<file path="config.mk">
export PLATFORM = sky130hd
export DESIGN_NAME = vga_fb_arbiter
export DESIGN_NICKNAME = d
export VERILOG_FILES = /design/src/rtl/vga_fb_arbiter.sv
export SDC_FILE = /design/constraint.sdc
export NUM_CORES = 1
export LEC_CHECK = 0
export ABC_AREA = 1
export BUFFER_PORTS_ARGS = -buffer_cell sky130_fd_sc_hd__buf_2
export CAP_MARGIN = 15
export CORE_UTILIZATION = 44
export CTS_CLUSTER_SIZE = 12
export DETAILED_ROUTE_END_ITERATION = 8
export PLACE_DENSITY = 0.8
export SLEW_MARGIN = 5
export SYNTH_ARGS = -nofsm -noshare
export SYNTH_HDL_FRONTEND = slang
export SYNTH_SLANG_ARGS = --single-unit
</file>
<file path="constraint.sdc">
create_clock -name clk -period 1.88 [get_ports clk]
set_clock_uncertainty 0.15 [all_clocks]
set_input_delay 0.094 -clock clk [delete_from_list [all_inputs] [get_ports clk]]
set_output_delay 0.094 -clock clk [all_outputs]
set_load 0.02 [all_outputs]
</file>
<file path="src/rtl/vga_fb_arbiter.sv">
// Single-port frame buffer arbiter: the raster fetch owns the RAM during active video,
// the host gets the RAM in blanking with a two-cycle request/ack transaction.
module vga_fb_arbiter #(
   parameter int H_WIDTH     = 10,
   parameter int V_WIDTH     = 10,
   parameter int H_ACTIVE    = 640,
   parameter int V_ACTIVE    = 480,
   parameter int LEFT_BORDER = 47,
   parameter int TOP_BORDER  = 32,
   parameter int ADDR_WIDTH  = 19,
   parameter int DATA_WIDTH  = 8
) (
   input  logic                  clk,
   input  logic                  rst_n,
   input  logic [H_WIDTH-1:0]    h_count,
   input  logic [V_WIDTH-1:0]    v_count,
   input  logic                  host_req,
   input  logic                  host_we,
   input  logic [ADDR_WIDTH-1:0] host_addr,
   input  logic [DATA_WIDTH-1:0] host_wdata,
   output logic                  host_ack,
   output logic [DATA_WIDTH-1:0] host_rdata,
   output logic [ADDR_WIDTH-1:0] mem_addr,
   output logic                  mem_we,
   output logic [DATA_WIDTH-1:0] mem_wdata,
   input  logic [DATA_WIDTH-1:0] mem_rdata,
   output logic [DATA_WIDTH-1:0] pixel_data,
   output logic [15:0]           host_stall_cnt
);

   localparam logic [H_WIDTH-1:0]    H_LO      = H_WIDTH'(LEFT_BORDER);
   localparam logic [H_WIDTH-1:0]    H_HI      = H_WIDTH'(LEFT_BORDER + H_ACTIVE);
   localparam logic [V_WIDTH-1:0]    V_LO      = V_WIDTH'(TOP_BORDER);
   localparam logic [V_WIDTH-1:0]    V_HI      = V_WIDTH'(TOP_BORDER + V_ACTIVE);
   localparam logic [ADDR_WIDTH-1:0] DISP_LAST = ADDR_WIDTH'(H_ACTIVE * V_ACTIVE - 1);

   typedef enum logic {
      IDLE     = 1'b0,
      HOST_RSP = 1'b1
   } state_t;

   state_t                state;
   logic                  fetch;
   logic                  disp_own;
   logic                  host_grant;
   logic                  disp_q;
   logic                  we_q;
   logic [ADDR_WIDTH-1:0] disp_addr;
   logic [ADDR_WIDTH-1:0] mem_addr_q;
   logic [DATA_WIDTH-1:0] mem_wdata_q;

   assign fetch = (h_count > H_LO) && (h_count <= H_HI) &&
                  (v_count > V_LO) && (v_count <= V_HI);

   // Host handshake: host_req is a level held with its fields until host_ack. A grant
   // happens in the same cycle the RAM is free (IDLE, no fetch); host_ack pulses in the
   // following cycle, and read data is registered into host_rdata at the end of that cycle.
   // Ownership is gated by rst_n so the combinational RAM port stays quiet during reset.
   assign disp_own   = rst_n & fetch;
   assign host_grant = rst_n & (state == IDLE) & host_req & ~fetch;

   assign mem_addr   = disp_own   ? disp_addr  :
                       host_grant ? host_addr  : mem_addr_q;
   assign mem_we     = host_grant & host_we;
   assign mem_wdata  = host_grant ? host_wdata : mem_wdata_q;
   assign pixel_data = disp_q ? mem_rdata : '0;

   always_ff @(posedge clk or negedge rst_n) begin
      if (!rst_n) begin
         mem_addr_q  <= '0;
         mem_wdata_q <= '0;
      end else begin
         mem_addr_q  <= mem_addr;
         mem_wdata_q <= mem_wdata;
      end
   end

   // Display address saturates at the last pixel so a long vertical blank never wraps it.
   always_ff @(posedge clk or negedge rst_n) begin
      if (!rst_n) begin
         disp_addr <= '0;
         disp_q    <= 1'b0;
      end else begin
         disp_q <= fetch;
         if (v_count == '0)
            disp_addr <= '0;
         else if (fetch && (disp_addr != DISP_LAST))
            disp_addr <= disp_addr + 1'b1;
      end
   end

   always_ff @(posedge clk or negedge rst_n) begin
      if (!rst_n) begin
         state          <= IDLE;
         we_q           <= 1'b0;
         host_ack       <= 1'b0;
         host_rdata     <= '0;
         host_stall_cnt <= '0;
      end else begin
         case (state)
            IDLE: begin
               host_ack <= 1'b0;
               if (host_grant) begin
                  we_q     <= host_we;
                  host_ack <= 1'b1;
                  state    <= HOST_RSP;
               end
            end
            HOST_RSP: begin
               host_ack <= 1'b0;
               if (!we_q)
                  host_rdata <= mem_rdata;
               state <= IDLE;
            end
            default: begin
               host_ack <= 1'b0;
               state    <= IDLE;
            end
         endcase

         if (host_ack)
            host_stall_cnt <= '0;
         else if ((state == IDLE) && host_req && fetch && (host_stall_cnt != 16'hFFFF))
            host_stall_cnt <= host_stall_cnt + 16'd1;
      end
   end

endmodule
</file>
# After elaboration in Yosys (flattened, before gate mapping)
# Index checks and enable logic that the tools add are counted.
# totals
register_bits	73
in_bits	59
out_inout_bits	61
word_cells	46
# classes
n_addsub	2
order_cmp	4
n_eq_ne	2
muxes	10
bitwise_logic	8
n_reduce_logical	12
# ops
operator	n
2-to-1 mux 19 bit	4
2-to-1 mux 16 bit	2
> comparator 10 x 6 -> 1 bit, second input constant	2
less-or-equal comparator 10 bit, second input constant	2
adder 19 x 1 -> 19 bit, second input constant	1
!= test 19 bit, second input constant	1
adder 16 x 1 -> 16 bit, second input constant	1
2-to-1 mux 8 bit	2
!= test 16 bit, second input constant	1
logical NOT 10 bit	1
logical AND 1 bit	7
bitwise AND 1 bit	5
AND reduction 2 bit	2
nonzero test 2 bit	2
inverter 1 bit	3
case mux 1 bit (2 select lines)	1
2-to-1 mux 1 bit	1

# Logic depth before layout (Yosys ltp)
# logic_depth
depth_word	8
ltp_mapped	11
ltp_nobuf	10

# Worst setup path before layout
# No wires, ideal clock.
# synth_path
path_kind	flip-flop to flip-flop
from	register state
to	register mem_addr_q[10]
setup_ns	0.175
arrival_ns	1.559
required_time_ns	1.555
path_slack_ns	-0.004
stages_incl_launch_ff	9
n_path_buf	2
synth_period_minus_slack_ns	1.884
cell_sequence	dfrtp_1 inv_2 nand2_1 nor2_1 buf_2 buf_1 nand3_1 nand3_1 nand2_1
# synth_between
elab_chain_cells	6
# synth_lines
item	line	source
start, declared	42	state_t state;
start signal, assigned	94	state <= IDLE;
start signal, assigned	106	state <= HOST_RSP;
start signal, assigned	113	state <= IDLE;
inverter 1 bit (no line)	--	
bitwise AND 1 bit (3 in series)	60	assign host_grant = rst_n & (state == IDLE) & host_req & ~fetch;
2-to-1 mux 19 bit	63	host_grant ? host_addr : mem_addr_q;
2-to-1 mux 19 bit	62	assign mem_addr = disp_own ? disp_addr :
net mem_addr[10]	23	output logic [ADDR_WIDTH-1:0] mem_addr,
end signal, assigned	73	mem_addr_q <= mem_addr;
end, declared	49	logic [ADDR_WIDTH-1:0] mem_addr_q;
# The timed path passes the listed nets, and every way through them passes these cells.
# A chain may end at the register's enable or synchronous reset.

# Worst setup path after layout
# layout_path
from	register state
to	output port mem_addr[12]
# layout_between
elab_chain_cells	6
# layout_lines
item	line
inverter 1 bit (no line)	--
bitwise AND 1 bit (3 in series)	60
2-to-1 mux 19 bit	63
2-to-1 mux 19 bit	62
end, declared	23
# Every way passes these cells.

==> results.yml <==
status:
  status: "finished with violations"
  violations: "negative setup slack"
hold_path:
  min_path_type: "primary input to register"
critical_path:
  crit_family: "buffers and inverters"
  slowest_stage: "dfrtp_1"
  cp_max_fo: 5
  crit_buf_inv: 4
  crit_type: "register to output pin"
  max_stage_delay_ns: 0.40
  cp.arrival_ns: 1.79
  worstPathRequired_ns: 1.64
  cp-end-kind: "output pin"
  crit_path_cell_trace: "inv_2, nand2_4, nor2_4, buf_6, clkbuf_16, nand3_1, nand3_1, nand2_2, buf_6"
  critPathLaunchType: "register"
sta:
  hold_viol: 0
  fin_hold_ws_ns: 0.144
  tightest_slew_ns: 0.922
  min_period_over_period: 1.08
  slew_viol_final: 0
  worst_slack_ns: -0.151
  timing.fmax_mhz: 492
  period_minus_slack_ns: 2.03
  relSlewSlack: 0.385
  rsz0062_at_grt: "true"
  finalSetupViolCount: 40
global_route:
  grt_max_degree: 74
  antenna_found_initial: 0
  grt_pass1_vias: 4481
  grt_pass1_wl_mm: 20.3
  grt-ovfl-total: 0
  grt_util_all_layers: 0.250
synthesis:
  yosys-top-cells-area: "dfrtp_1, nand2_1, nand3_1"
  synth_ff_type: "dfrtp_1"
  ys_ff_latch: 73
  yosysMostFrequentCell: "nand2_1"
  synth_cells: 611
  yosysWarnings: 0
  synth_cell_types: 31
  synth_area_mm2: 0.00441
  ys_seq_area_frac: 0.414
  avgSynthCellArea_um2: 7.22
  synth-edff-count: 0
  yosys.area.top_type: "dfrtp_1"
  async_flop_share: 1.00
  synthDominantCellAreaShare: 0.414
  synth_commonest_cells: "nand2_1, inv_1, nand3_1"
  syn_nets: 672
clock_network:
  htree_levels: 3
  cts.clk_slew.worst_paths_ns: 0.08
  numCtsBuffers: 9
  worstSkewPairLatency_ns: 0.35
  cts_tree: "built"
  clkSinkCount: 73
  cts.path.max_buffers: 2
  cts-root-buf: "clkbuf_8"
detailed_routing:
  vias: 5005
  wirelength_mm: 14.8
  drc: 0
  initialDrtViolationCount: 480
  post_drt_wl_per_cell_um: 15.6
  dr.pass1.iters: 6
  ant_nets: 0
  viasPerCell: 5.29
die:
  dieArea_mm2: 0.0104
  start_util: 0.454
  ios: 120
  die_x_um: 102
  die_h_um: 102
  coreArea_mm2: 0.00973
  rows: 36
cells_and_area:
  stdcell_count: 947
  drive_gt1_frac: 0.337
  area_growth_pct: 47.6
  fillers: 716
  final_nets: 870
  finalInstanceArea_mm2: 0.00651
power_and_ir_drop:
  p_per_area_mw_per_mm2: 812
  leakagePower_nw: 3.56
  peakVddDrop_v: 0.000357
place:
  place_area_mm2: 0.00533
  hpwl_mm: 7.94
  portBuffers: 115
  dp_cells: 875
  gp_congestion: 0.893
job:
  max_cap_viol_count: 0
worst reg2reg max path, cell delays in order (launching register included):
cell	delay, ns
dfrtp_1	0.43
inv_1	0.11
nor3_1	0.25
nand4_1	0.25
nor2_4	0.18
nor2_4	0.09
nor2_4	0.24
nand2_1	0.10
nand2_1	0.07
layout by cell type (no fill, tap or decap), drive strengths merged, types with 3 or more instances in the layout:
master and count:
nor2 56, clkinv 3, dfrtp 73, nand4 24, mux2 8, nand2 205
inv 91, dlygate4sd3 37, o21ai 7, nand3b 3, xnor2 3, clkbuf 13
nor3 8, buf 168, nand3 86, xor2 18
what timing repair did:
item	in CTS	in global routing
gates resized for setup	43	85
gates cloned	0	4
hold buffers	37	0
endpoints found under the hold margin	109	0
pin swaps	1	32
endpoints found under the setup margin	30	47
buffers inserted	2	13
sequential cells by signal, summed over array words and instances, names as in the netlist:
signal,flops
disp_addr,19
mem_addr_q,19
host_stall_cnt,16
host_rdata,8
mem_wdata_q,8
disp_q,1
state,1
we_q,1
power by group:
group	leakage, nW	internal [mW]	switching (mW)	total, mW
Sequential	0.935	1.84	0.175	2.01
Clock	0.102	0.681	0.634	1.32
Combinational	2.53	0.865	1.10	1.96
kinds of logic after synthesis:
group,share of synthesized area
AO/OA/AOI/OAI,0.0136
XOR/XNOR,0.0417
adder cells (fa/ha/maj),0.00567
buffers and inverters,0.112
flip-flops,0.414
multiplexers,0.0204
AND/OR/NAND/NOR,0.392
path summary, 6_finish.rpt:
check                      depth (start not counted)  slack (ns)                   endpoint                       from
min reg2reg                                        1        0.36  host_rdata[4]$_DFFE_PN0P_  host_rdata[4]$_DFFE_PN0P_
max in group asynchronous                          3        0.57            state$_DFF_PN0_                      rst_n
min                                                5        0.14           disp_q$_DFF_PN0_                 v_count[9]
min in group asynchronous                          3        0.43   mem_addr_q[18]$_DFF_PN0_                      rst_n
max reg2reg                                        8       -0.05   disp_addr[1]$_DFFE_PN0P_  disp_addr[18]$_DFFE_PN0P_
max                                                9       -0.15               mem_addr[12]            state$_DFF_PN0_
per-stage QoR:
step           power (mW)  worst slack [ns]  TNS [ns]   util
4_1_cts              4.89           -0.0990     -1.98  0.621
3_3_place_gp         3.39            0.0184         0  0.548
2_1_floorplan        2.88            0.0719         0      -
6_report             5.29            -0.151     -2.08  0.669
5_1_grt              5.51            -0.203     -4.62  0.669
3_5_place_dp         3.43           0.00369         0  0.548
layout make-up:
class / instances / area (µm²) / area share
tap: 133 / 166 / 0.0255
clock inverter: 4 / 51.3 / 0.00788
inverter: 92 / 359 / 0.0551
multi-input combinational: 426 / 2340 / 0.359
sequential: 73 / 1830 / 0.280
timing repair buffer: 207 / 1620 / 0.249
clock buffer: 11 / 151 / 0.0232
antenna: 1 / 2.50 / 0.000384
layer usage:
metal  track usage  wire, µm
met1         0.302      5470
met4         0.133       797
met2         0.424      7380
met3        0.0445      1120
met5             0         0
No activity file was read; power rests on OpenSTA's default activity.
